===== config.mk =====
export PLATFORM = sky130hd
export DESIGN_NAME = cmd_dispatcher
export DESIGN_NICKNAME = d
export VERILOG_FILES = /design/src/rtl/cmd_dispatcher.sv
export SDC_FILE = /design/constraint.sdc
export NUM_CORES = 1
export LEC_CHECK = 0
export ABC_AREA = 1
export CAP_MARGIN = 20
export CORE_MARGIN = 10
export CORE_UTILIZATION = 58
export DETAILED_ROUTE_END_ITERATION = 10
export PLACE_DENSITY = 0.85
export SLEW_MARGIN = 5
export SYNTH_ARGS = -nofsm -noshare
export SYNTH_HDL_FRONTEND = slang
export SYNTH_SLANG_ARGS = --single-unit

===== constraint.sdc =====
create_clock -name clk -period 3.4 [get_ports clk]
set_input_delay 0.68 -clock clk [delete_from_list [all_inputs] [get_ports clk]]
set_output_delay 0.68 -clock clk [all_outputs]
set_load 0.005 [all_outputs]

===== src/rtl/cmd_dispatcher.sv =====
// Queues parsed commands and serves them in order to SPI/I2C/UART/PWM; first periph_req 2 cycles after cmd_valid.
// Full queue drops the command (drop_pulse); rsp held until rsp_ready; CMD_TIMEOUT_EN adds an issue/wait watchdog.
module cmd_dispatcher #(
  parameter int FIFO_DEPTH  = 4,
  parameter int TIMEOUT_CYC = 1024
) (
  input  logic       clk,
  input  logic       rst_n,
  input  logic       cmd_valid,
  input  logic [7:0] cmd_opcode,
  input  logic [2:0] cmd_periph,
  input  logic [7:0] cmd_para,
  output logic [3:0] periph_req,
  output logic [4:0] periph_op,
  output logic [7:0] periph_para,
  input  logic [3:0] periph_ack,
  input  logic [3:0] periph_done,
  input  logic [3:0] periph_err,
  output logic       rsp_valid,
  output logic [7:0] rsp_code,
  output logic [2:0] rsp_periph,
  input  logic       rsp_ready,
  output logic       busy,
  output logic       drop_pulse
);

  localparam int          AW      = (FIFO_DEPTH > 1) ? $clog2(FIFO_DEPTH) : 1;
  localparam logic [AW:0] DEPTH_C = (AW+1)'(FIFO_DEPTH);

  localparam logic [1:0] ST_IDLE  = 2'd0;
  localparam logic [1:0] ST_ISSUE = 2'd1;
  localparam logic [1:0] ST_WAIT  = 2'd2;
  localparam logic [1:0] ST_RESP  = 2'd3;

  logic [1:0]    state;
  logic [15:0]   fifo_mem [FIFO_DEPTH];
  logic [AW-1:0] wr_ptr;
  logic [AW-1:0] rd_ptr;
  logic [AW:0]   count;
  logic          fifo_full;
  logic          push;
  logic          pop;
  logic [15:0]   head;
  logic [2:0]    cur_id;
  logic          ack_hit;
  logic          done_hit;
  logic          err_hit;
  logic          tmo_hit;
  logic          unused_opcode_bits;

  // Push decision uses occupancy before any same-cycle pop, so a full queue drops even while IDLE pops.
  assign fifo_full = (count == DEPTH_C);
  assign push      = cmd_valid && !fifo_full;
  assign pop       = (state == ST_IDLE) && (count != '0);
  assign head      = fifo_mem[rd_ptr];
  assign ack_hit   = periph_ack[cur_id[1:0]];
  assign done_hit  = periph_done[cur_id[1:0]];
  assign err_hit   = periph_err[cur_id[1:0]];
  assign busy      = (state != ST_IDLE);
  assign unused_opcode_bits = ^cmd_opcode[7:5];

  always_ff @(posedge clk) begin
    if (push) fifo_mem[wr_ptr] <= {cmd_periph, cmd_opcode[4:0], cmd_para};
  end

  always_ff @(posedge clk or negedge rst_n) begin
    if (!rst_n) begin
      wr_ptr <= '0;
      rd_ptr <= '0;
      count  <= '0;
    end else begin
      if (push) wr_ptr <= wr_ptr + AW'(1);
      if (pop)  rd_ptr <= rd_ptr + AW'(1);
      case ({push, pop})
        2'b10:   count <= count + (AW+1)'(1);
        2'b01:   count <= count - (AW+1)'(1);
        default: ;
      endcase
    end
  end

`ifdef CMD_TIMEOUT_EN
  localparam int TW = $clog2(TIMEOUT_CYC) + 1;
  logic [TW-1:0] tmo_cnt;

  always_ff @(posedge clk or negedge rst_n) begin
    if (!rst_n)                                      tmo_cnt <= '0;
    else if (state == ST_ISSUE || state == ST_WAIT) tmo_cnt <= tmo_cnt + TW'(1);
    else                                             tmo_cnt <= '0;
  end

  assign tmo_hit = (tmo_cnt == TW'(TIMEOUT_CYC - 1));
`else
  assign tmo_hit = 1'b0;
`endif

  always_ff @(posedge clk or negedge rst_n) begin
    if (!rst_n) begin
      state       <= ST_IDLE;
      cur_id      <= '0;
      periph_req  <= '0;
      periph_op   <= '0;
      periph_para <= '0;
      rsp_valid   <= 1'b0;
      rsp_code    <= '0;
      rsp_periph  <= '0;
      drop_pulse  <= 1'b0;
    end else begin
      drop_pulse <= cmd_valid && fifo_full;
      case (state)
        ST_IDLE: begin
          if (pop) begin
            cur_id <= head[15:13];
            if (!head[15]) begin
              state       <= ST_ISSUE;
              periph_req  <= 4'b0001 << head[14:13];
              periph_op   <= head[12:8];
              periph_para <= head[7:0];
            end else begin
              state      <= ST_RESP;
              rsp_valid  <= 1'b1;
              rsp_code   <= 8'h02;
              rsp_periph <= head[15:13];
            end
          end
        end
        // Ack or done in the watchdog's last cycle takes priority over the timeout.
        ST_ISSUE: begin
          if (ack_hit) begin
            state      <= ST_WAIT;
            periph_req <= '0;
          end else if (tmo_hit) begin
            state      <= ST_RESP;
            periph_req <= '0;
            rsp_valid  <= 1'b1;
            rsp_code   <= 8'h03;
            rsp_periph <= cur_id;
          end
        end
        ST_WAIT: begin
          if (done_hit) begin
            state      <= ST_RESP;
            rsp_valid  <= 1'b1;
            rsp_code   <= {7'b0, err_hit};
            rsp_periph <= cur_id;
          end else if (tmo_hit) begin
            state      <= ST_RESP;
            rsp_valid  <= 1'b1;
            rsp_code   <= 8'h03;
            rsp_periph <= cur_id;
          end
        end
        ST_RESP: begin
          if (rsp_ready) begin
            rsp_valid <= 1'b0;
            state     <= ST_IDLE;
          end
        end
        default: state <= ST_IDLE;
      endcase
    end
  end

endmodule

==> impl_metrics.ini, run 1 <==
[outcome]
status = complete, no violations

[clock_network]
cts_tree = done
root_buffer = clkbuf_8
cts_buffers = 9
clkTransAtPathRegs_ns = 0.10
cts_hold_repair.buffers = 0
cts_sinks = 100
cts_resized = 0
cts_setup_buffers = 0
clkLatencyLatePin_ns = 0.37
htree_levels = 3
clock_path_buffers = 2

[worst_setup_path]
crit_chain = inv_1 -> ha_1 -> inv_1 -> clkdlybuf4s50_1
crit_buf_inv = 3
start_kind = flop
cp.required_ns = 2.72
critPathCaptureType = output pin
crit_top_cell = inv_1
path_class = flop to output pin
crit_family = buffers and inverters
arrival_ns = 1.86
slowest_delay_ns = 0.48
slowest_stage = clkdlybuf4s50_1
path_max_fanout = 7

[finish]
nets = 507
drive_gt1_share_pct = 10.1
syn_to_final_growth_pct = 18.1
insertedDiodeCount = 0
final_area_um2 = 5190

[synth]
postSynthAreaPerCell_um2 = 10.9
yosysWarnings = 0
synth_seq_area_share_pct = 64.2
syn-cell-area_um2 = 4400
netlist_instances = 404
netlist.area_leader.share_pct = 43.7
ys_ff_latch = 100
yosysTopAreaCell = edfxtp_1
ys_types = 29
netlist_top_cells_area = edfxtp_1 44%, dfrtp_1 20%, nor2_1 7.0%

[place]
place_area_um2 = 4990
gp_congestion = 0.864
dp_hpwl_um = 5980
io_buffers = 56

[sta]
min_period_over_period_pct = 74.7
skew_ns = 0.00878
hold_ws_ns = 0.447
max_slew_margin_pct = 37.4
fin_crit_ns = 2.54
setup_viol = 0
drv_slew = 0
hold_viol = 0
fin_tns_setup_ns = 0
rsz0062_at_grt = false
worst_slew_pin_slew_ns = 0.940
max_freq_ghz = 0.394

[global_routing]
track_usage_pct = 16.0
grt_pass1_vias = 3046
antenna_found_initial = 0
grt_first_pass_wirelength_um = 14500
grt_start_max_net_pins = 37
grt_overflow = 0

[run]
drv_cap = 0

[pwr]
p_per_area_nw_per_um2 = 898
ir_worst_vdd_v = 0.000457
leakagePower_nw = 2.11

[floorplanning]
fp-row-count = 31
die_h_um = 107
die_w_um = 107
dieArea_um2 = 11500
core_um2 = 7330
num_io_pins = 66
initial_core_util_pct = 60.0

[detailed_routing]
drt_iter0_markers = 180
maxUsedRoutingLayer = met4
drc = 0
route.met2.wl_um = 4700
wl_um = 8850
drt_pass1_iterations = 4
wl_per_cell_um = 15.6
vias = 2951
viasPerCell = 5.21
wl_met1_um = 3390
dr_wl_met3_um = 635
detail-route-antenna-nets = 0

[worst_hold_path]
hold_path_class = input port to async pin
-- worst paths after layout --
| kind | startpoint | endpoint | slack [ns] | cells after the start |
|---|---|---|---|---|
| max | state[1] | busy | 0.86 | 4 |
| min | rst_n | rsp_code[1] | 0.45 | 1 |
| max reg2reg | state[1] | count[2] | 1.17 | 10 |
| min reg2reg | periph_req[3] | periph_req[3] | 0.48 | 2 |
| max in group asynchronous | rst_n | periph_para[7] | 2.38 | 1 |
| min in group clk | periph_req[3] | periph_req[3] | 0.48 | 2 |
-- synth_stat cells --
library cell	count
inv_6	1
fa_1	1
o21ai_2	1
inv_1	26
conb_1	1
nand2_2	4
a31oi_2	6
dfrtp_1	36
a31oi_1	7
xnor2_1	1
o21bai_1	1
clkbuf_1	5
inv_4	2
buf_4	10
o22ai_1	1
nor2_1	82
o21ai_0	34
nand4_1	8
nand3_2	4
inv_2	3
nand2_4	3
buf_8	1
buf_6	4
xor2_1	3
a21oi_1	4
edfxtp_1	64
ha_1	9
nand3_1	18
nand2_1	64
-- per-stage QoR --
| stage | power, W | setup WS (ns) | std cells | util (%) |
|---|---|---|---|---|
| after floorplan | 0.00330 | 1.41 | 409 | - |
| after global placement | 0.00381 | 0.938 | 550 | 68.0 |
| after detailed placement | 0.00392 | 0.848 | 550 | 68.0 |
| after CTS | 0.00470 | 0.841 | 566 | 70.8 |
| after global routing | 0.00505 | 0.768 | 566 | 70.8 |
| final | 0.00466 | 0.862 | 566 | 70.8 |
-- layout make-up --
cell class,instances,area (µm²)
inverter,32,130
clock inverter,7,83.8
multi-input combinational,257,1310
fill,492,2140
sequential,100,2820
clock buffer,9,124
timing repair buffer,62,601
tap,99,124
-- state kept, by name, summed over array words and instances (netlist names) --
| signal | flops |
|---|---|
| count | 3 |
| cur_id | 3 |
| drop_pulse | 1 |
| fifo_mem | 64 |
| periph_op | 5 |
| periph_para | 8 |
| periph_req | 4 |
| rd_ptr | 2 |
| rsp_code | 2 |
| rsp_periph | 3 |
| rsp_valid | 1 |
| state | 2 |
| wr_ptr | 2 |
-- power by group --
group / total [W] / internal (W) / leakage (nW) / switching [W]
Clock: 0.000770 / 0.000351 / 0.102 / 0.000418
Combinational: 0.00202 / 0.000800 / 1.00 / 0.00122
Sequential: 0.00188 / 0.00168 / 1.01 / 0.000200
-- cells by family (layout without fill, tap and decap cells) --
| group | count (synthesis) | after routing | share of synthesized area, % |
|---|---|---|---|
| AO/OA/AOI/OAI | 54 | 54 | 7.54 |
| XOR/XNOR | 4 | 4 | 0.797 |
| adder cells (fa/ha/maj) | 10 | 10 | 3.02 |
| buffers and inverters | 52 | 110 | 6.46 |
| flip-flops | 100 | 100 | 64.2 |
| other | 1 | 6 | 0.0853 |
| AND/OR/NAND/NOR | 183 | 183 | 17.9 |
-- per-layer routing --
layer	track usage [%]	vias to the layer above
met2	28.5	97
met1	17.2	1388
met4	8.61	0
met5	0	-
li1	-	1455
met3	3.53	11
-- worst register-to-register path, stage by stage (launching register included) --
cell     delay [ns]
dfrtp_1        0.42
inv_1          0.10
ha_1           0.35
nand2_4        0.12
inv_2          0.11
ha_1           0.15
inv_1          0.06
fa_1           0.38
a21oi_1        0.15
o21ai_0        0.12
xor2_1         0.16
-- placed cells by master (no fill, tap or decap), drive strengths merged --
cell type	instances
ha	9
bufinv	1
inv	34
nand2	71
o21bai	1
clkdlybuf4s50	55
clkinv	3
fa	1
a21oi	4
a31oi	13
o21ai	35
nand3	22
clkinvlp	1
nand4	8
clkbuf	10
xnor2	1
nor2	82
conb	6
o22ai	1
dfrtp	36
edfxtp	64
buf	6
xor2	3
(Power assumes the default switching activity.)
==> run 2: changes to the inputs <==
- CORE_UTILIZATION: 58 -> 54
- PLACE_DENSITY: 0.85 -> 0.8
- clock period: 3.4 -> 2.4 ns (I/O delays scaled with it)
==> impl_metrics.ini, run 2 (synthesized netlist as in run 1, its figures left out) <==
[outcome]
status = complete, no violations

[sta]
fin_tns_setup_ns = 0
max_slew_margin_pct = 44.5
fin_crit_ns = 2.01
worst_slew_pin_slew_ns = 0.832
setup_slack_ns = 0.389
max_freq_ghz = 0.497
hold_viol = 0
drv_slew = 0
min_period_over_period_pct = 83.8
setup_viol = 0
rsz0062_at_grt = false
skew_ns = 0.0120

[clock_network]
clock_path_buffers = 2
cts_tree = done
cts_buffers = 9
cts_hold_repair.buffers = 0
root_buffer = clkbuf_8
htree_levels = 3
clkLatencyLatePin_ns = 0.36
cts_sinks = 100
clkTransAtPathRegs_ns = 0.09

[worst_setup_path]
start_kind = flop
cp-startpoint = state[1]
path_class = flop to flop
path_max_fanout = 7
cp.required_ns = 2.65
slowest_stage = dfrtp_1
crit_chain = inv_1 -> ha_1 -> nand2_4 -> inv_2 -> ha_1 -> inv_1 -> fa_1 -> a21oi_1 -> o21ai_0 -> xor2_1
arrival_ns = 2.26
r2r-start = state[1]
slowest_delay_ns = 0.40
critPathCaptureType = flop
crit_family = adder cells
crit_buf_inv = 3

[place]
gp_congestion = 0.852
dp.cells = 555
io_buffers = 56
pre_cts_ws_ns = 0.266
dp_hpwl_um = 6010

[pwr]
p_per_area_nw_per_um2 = 1300
leakagePower_nw = 2.15
ir_worst_vdd_v = 0.000500

[finish]
drive_gt1_share_pct = 10.6
final_cell_mix = 82 x nor2_1, 64 x nand2_1, 64 x edfxtp_1, 54 x clkdlybuf4s50_1, 36 x dfrtp_1
layout.cells.non_filler = 573
insertedDiodeCount = 0
top_regs = fifo_mem (64), periph_para (8), periph_op (5)
finalCoreUtilization_pct = 67.4
nets = 511
syn_to_final_growth_pct = 19.6
final_common_cell = nor2_1
largest_reg_flops = 64
regMostFlops = fifo_mem

[floorplanning]
core_um2 = 7810
num_io_pins = 66
die_w_um = 110
initial_core_util_pct = 56.3
dieArea_um2 = 12200
fp-row-count = 32
die_h_um = 110

[detailed_routing]
drt_pass1_iterations = 4
wl_um = 9220
viasPerCell = 5.21
detail-route-antenna-nets = 0
vias = 2984
drt_iter0_markers = 138
wl_per_cell_um = 16.1
drc = 0

[worst_hold_path]
hold_path_class = input port to async pin

[global_routing]
grt_first_pass_wirelength_um = 14800
track_usage_pct = 15.8
grt_pass1_vias = 3122
grt_start_max_net_pins = 37
antenna_found_initial = 0
grt_overflow = 0

[run]
drv_cap = 0
run 2: through the flow:
step | power (W) | cell area [µm²] | hold WS [ns]
2_1_floorplan | 0.00467 | 4420 | 0.184
3_3_place_gp | 0.00545 | 5000 | 0.457
3_5_place_dp | 0.00560 | 5000 | 0.457
4_1_cts | 0.00687 | 5260 | 0.227
5_1_grt | 0.00733 | 5260 | 0.258
6_report | 0.00682 | 5260 | 0.210
run 2: cell type report:
type	count	area [µm²]
Fill cell	580	2550
Sequential cell	100	2820
Clock inverter	5	83.8
Multi-Input combinational cell	257	1310
Tap cell	102	128
Clock buffer	11	153
Inverter	32	130
Timing Repair Buffer	66	633
run 2: repair_timing:
action | 4_1_cts | 5_1_grt
resized for setup | 0 | 1
setup buffers | 2 | 0
endpoints found under the setup margin | 1 | 1
run 2: final timing paths:
check | endpoint | slack [ns] | depth (start not counted)
hold reg to reg | rsp_code[1] | 0.48 | 2
max in group asynchronous | wr_ptr[1] | 1.66 | 1
hold / removal | state[0] | 0.21 | 1
min in group clk | rsp_code[1] | 0.48 | 2
setup / recovery | count[2] | 0.39 | 10
setup reg to reg | count[2] | 0.39 | 10
run 2: per-layer routing:
layer  vias to the layer above  wire length, µm  global-route usage [%]
li1                       1466                -                       -
met1                      1402             3590                    16.9
met2                       101             4720                    28.5
met3                        15              716                    3.42
met4                         0              196                    8.35
met5                         -                0                       0
run 2: power by group:
part / internal [W] / switching [W]
logic: 0.00117 / 0.00180
clock network: 0.000653 / 0.000571
registers: 0.00238 / 0.000248
total: 0.00420 / 0.00262
run 2: worst reg2reg max path, delay by kind of cell, from the launching register on:
kind	cells	cell delay [ns]
and+or+nand+nor	1	0.10
AOI/OAI and AO/OA	2	0.25
buffers and inverters	3	0.25
xor gates and xnor gates	1	0.15
DFF	1	0.40
adders and majority gates	3	0.75
==> run 3: changes to the inputs <==
- clock period: 2.4 -> 2 ns (I/O delays scaled with it)
==> impl_metrics.ini, run 3 (synthesized netlist as in run 1, its figures left out) <==
[finish]
top_regs = fifo_mem (64), periph_para (8), periph_op (5)
final_area_um2 = 5310
final_cell_mix = 82 x nor2_1, 64 x nand2_1, 64 x edfxtp_1, 54 x clkdlybuf4s50_1, 36 x dfrtp_1
drive_gt1_share_pct = 12.6
syn_to_final_growth_pct = 20.9
final_common_cell = nor2_1
insertedDiodeCount = 0
nets = 518
regMostFlops = fifo_mem
largest_reg_flops = 64

[sta]
drv_slew = 0
rsz0062_at_grt = false
hold_viol = 0
setup_slack_ns = 0.0956
min_period_over_period_pct = 95.2
setup_viol = 0
max_freq_ghz = 0.525
fin_crit_ns = 1.90
skew_ns = 0.00990

[place]
dp_hpwl_um = 6260
io_buffers = 56
gp_congestion = 0.907
place_area_um2 = 5100
pre_cts_ws_ns = -0.0462

[detailed_routing]
vias = 3022
drc = 0
route.met2.wl_um = 4710
dr_wl_met3_um = 620
drt_iter0_markers = 133
wl_per_cell_um = 15.3
detail-route-antenna-nets = 0
maxUsedRoutingLayer = met4
wl_met1_um = 3380
viasPerCell = 5.21
drt_pass1_iterations = 4
wl_um = 8860

[pwr]
combPwrFrac_pct = 46.0
swShare_pct = 39.4
power_w = 0.00799
power_report.internal_total_w = 0.00484
ir_worst_vdd_v = 0.000634
p_switching_w = 0.00315
p_per_area_nw_per_um2 = 1500
clockPowerShare_pct = 14.4
seqPwrFrac_pct = 39.6
leakagePower_nw = 2.16

[global_routing]
grt_pass1_vias = 3181
grt_overflow = 0
grt_first_pass_wirelength_um = 14700
track_usage_pct = 15.5
grt_start_max_net_pins = 36
antenna_found_initial = 0

[floorplanning]
core_um2 = 7810
dieArea_um2 = 12200
fp-row-count = 32
die_w_um = 110
initial_core_util_pct = 56.3
num_io_pins = 66
die_h_um = 110

[worst_setup_path]
start_kind = flop
arrival_ns = 1.50
path_class = flop to output pin
cp.required_ns = 1.60
critPathCaptureType = output pin
path_max_fanout = 6

[clock_network]
root_buffer = clkbuf_8
cts_tree = done
clock_path_buffers = 2
htree_levels = 3
cts_buffers = 9
clkTransAtPathRegs_ns = 0.10
cts_sinks = 100
clkLatencyLatePin_ns = 0.36

[outcome]
status = complete, no violations

[worst_hold_path]
hold_path_class = input port to async pin

[run]
drv_cap = 0
run 3: cell count changes in the layout (fill, tap and decap cells not counted), moves of 2 or more:
| cell | previous run | this run |
|---|---|---|
| bufinv_16 | 2 | 0 |
| inv_2 | 3 | 6 |
| buf_4 | 10 | 12 |
| buf_12 | 0 | 4 |
| inv_1 | 26 | 23 |
| clkinv_4 | 1 | 3 |
run 3: per-stage QoR:
| stage | TNS (ns) | utilization (%) | hold slack [ns] | instances |
|---|---|---|---|---|
| 6_report | 0 | 68.1 | 0.354 | 580 |
| 5_1_grt | 0 | 68.1 | 0.365 | 580 |
| 4_1_cts | 0 | 67.9 | 0.350 | 580 |
| 3_5_place_dp | -0.0462 | 65.3 | 0.199 | 561 |
| 3_3_place_gp | 0 | 65.3 | 0.200 | 561 |
| 2_1_floorplan | 0 | - | 0.104 | 409 |
run 3: cell type report:
class | count | area, µm²
sequential | 100 | 2820
fill | 569 | 2490
multi-input combinational | 257 | 1320
timing repair buffer | 73 | 734
inverter | 32 | 130
clock buffer | 10 | 128
tap | 102 | 128
clock inverter | 6 | 50.0
run 3: routing by layer:
metal,track usage [%],vias up
met4,9.17,0
met2,27.7,91
met5,0,-
li1,-,1485
met1,16.5,1435
met3,3.54,11
run 3: worst paths after layout:
check / endpoint / slack, ns / cells after the start / start
max: busy / 0.1 / 5 / state[0]
min: state[0] / 0.35 / 2 / rst_n
max reg2reg: count[2] / 0.13 / 10 / state[0]
min reg2reg: rsp_periph[2] / 0.49 / 2 / rsp_periph[2]
max in group asynchronous: periph_para[7] / 1.27 / 3 / rst_n
min in group clk: rsp_periph[2] / 0.49 / 2 / rsp_periph[2]
run 3: critical path: stages (launching register included):
cell           delay (ns)
dfrtp_1              0.38
inv_2                0.06
ha_4                 0.17
buf_4                0.15
inv_1                0.12
dlygate4sd2_1        0.26
run 3: what timing repair did:
action / CTS / global route
resized for setup: 1 / 6
setup endpoints to repair: 1 / 2
hold endpoints to repair: 1 / 0
setup buffers: 2 / 0
hold buffers: 1 / 0
cloned: 0 / 0
run 3: power groups by stage:
| stage | clock, W | combinational, W | sequential [W] |
|---|---|---|---|
| 3_3_place_gp | 0 | 0.00348 | 0.00318 |
| 2_1_floorplan | 0 | 0.00248 | 0.00313 |
| 6_report | 0.00115 | 0.00368 | 0.00316 |
| 3_5_place_dp | 0 | 0.00363 | 0.00322 |
| 5_1_grt | 0.00127 | 0.00418 | 0.00323 |
| 4_1_cts | 0.00118 | 0.00368 | 0.00316 |
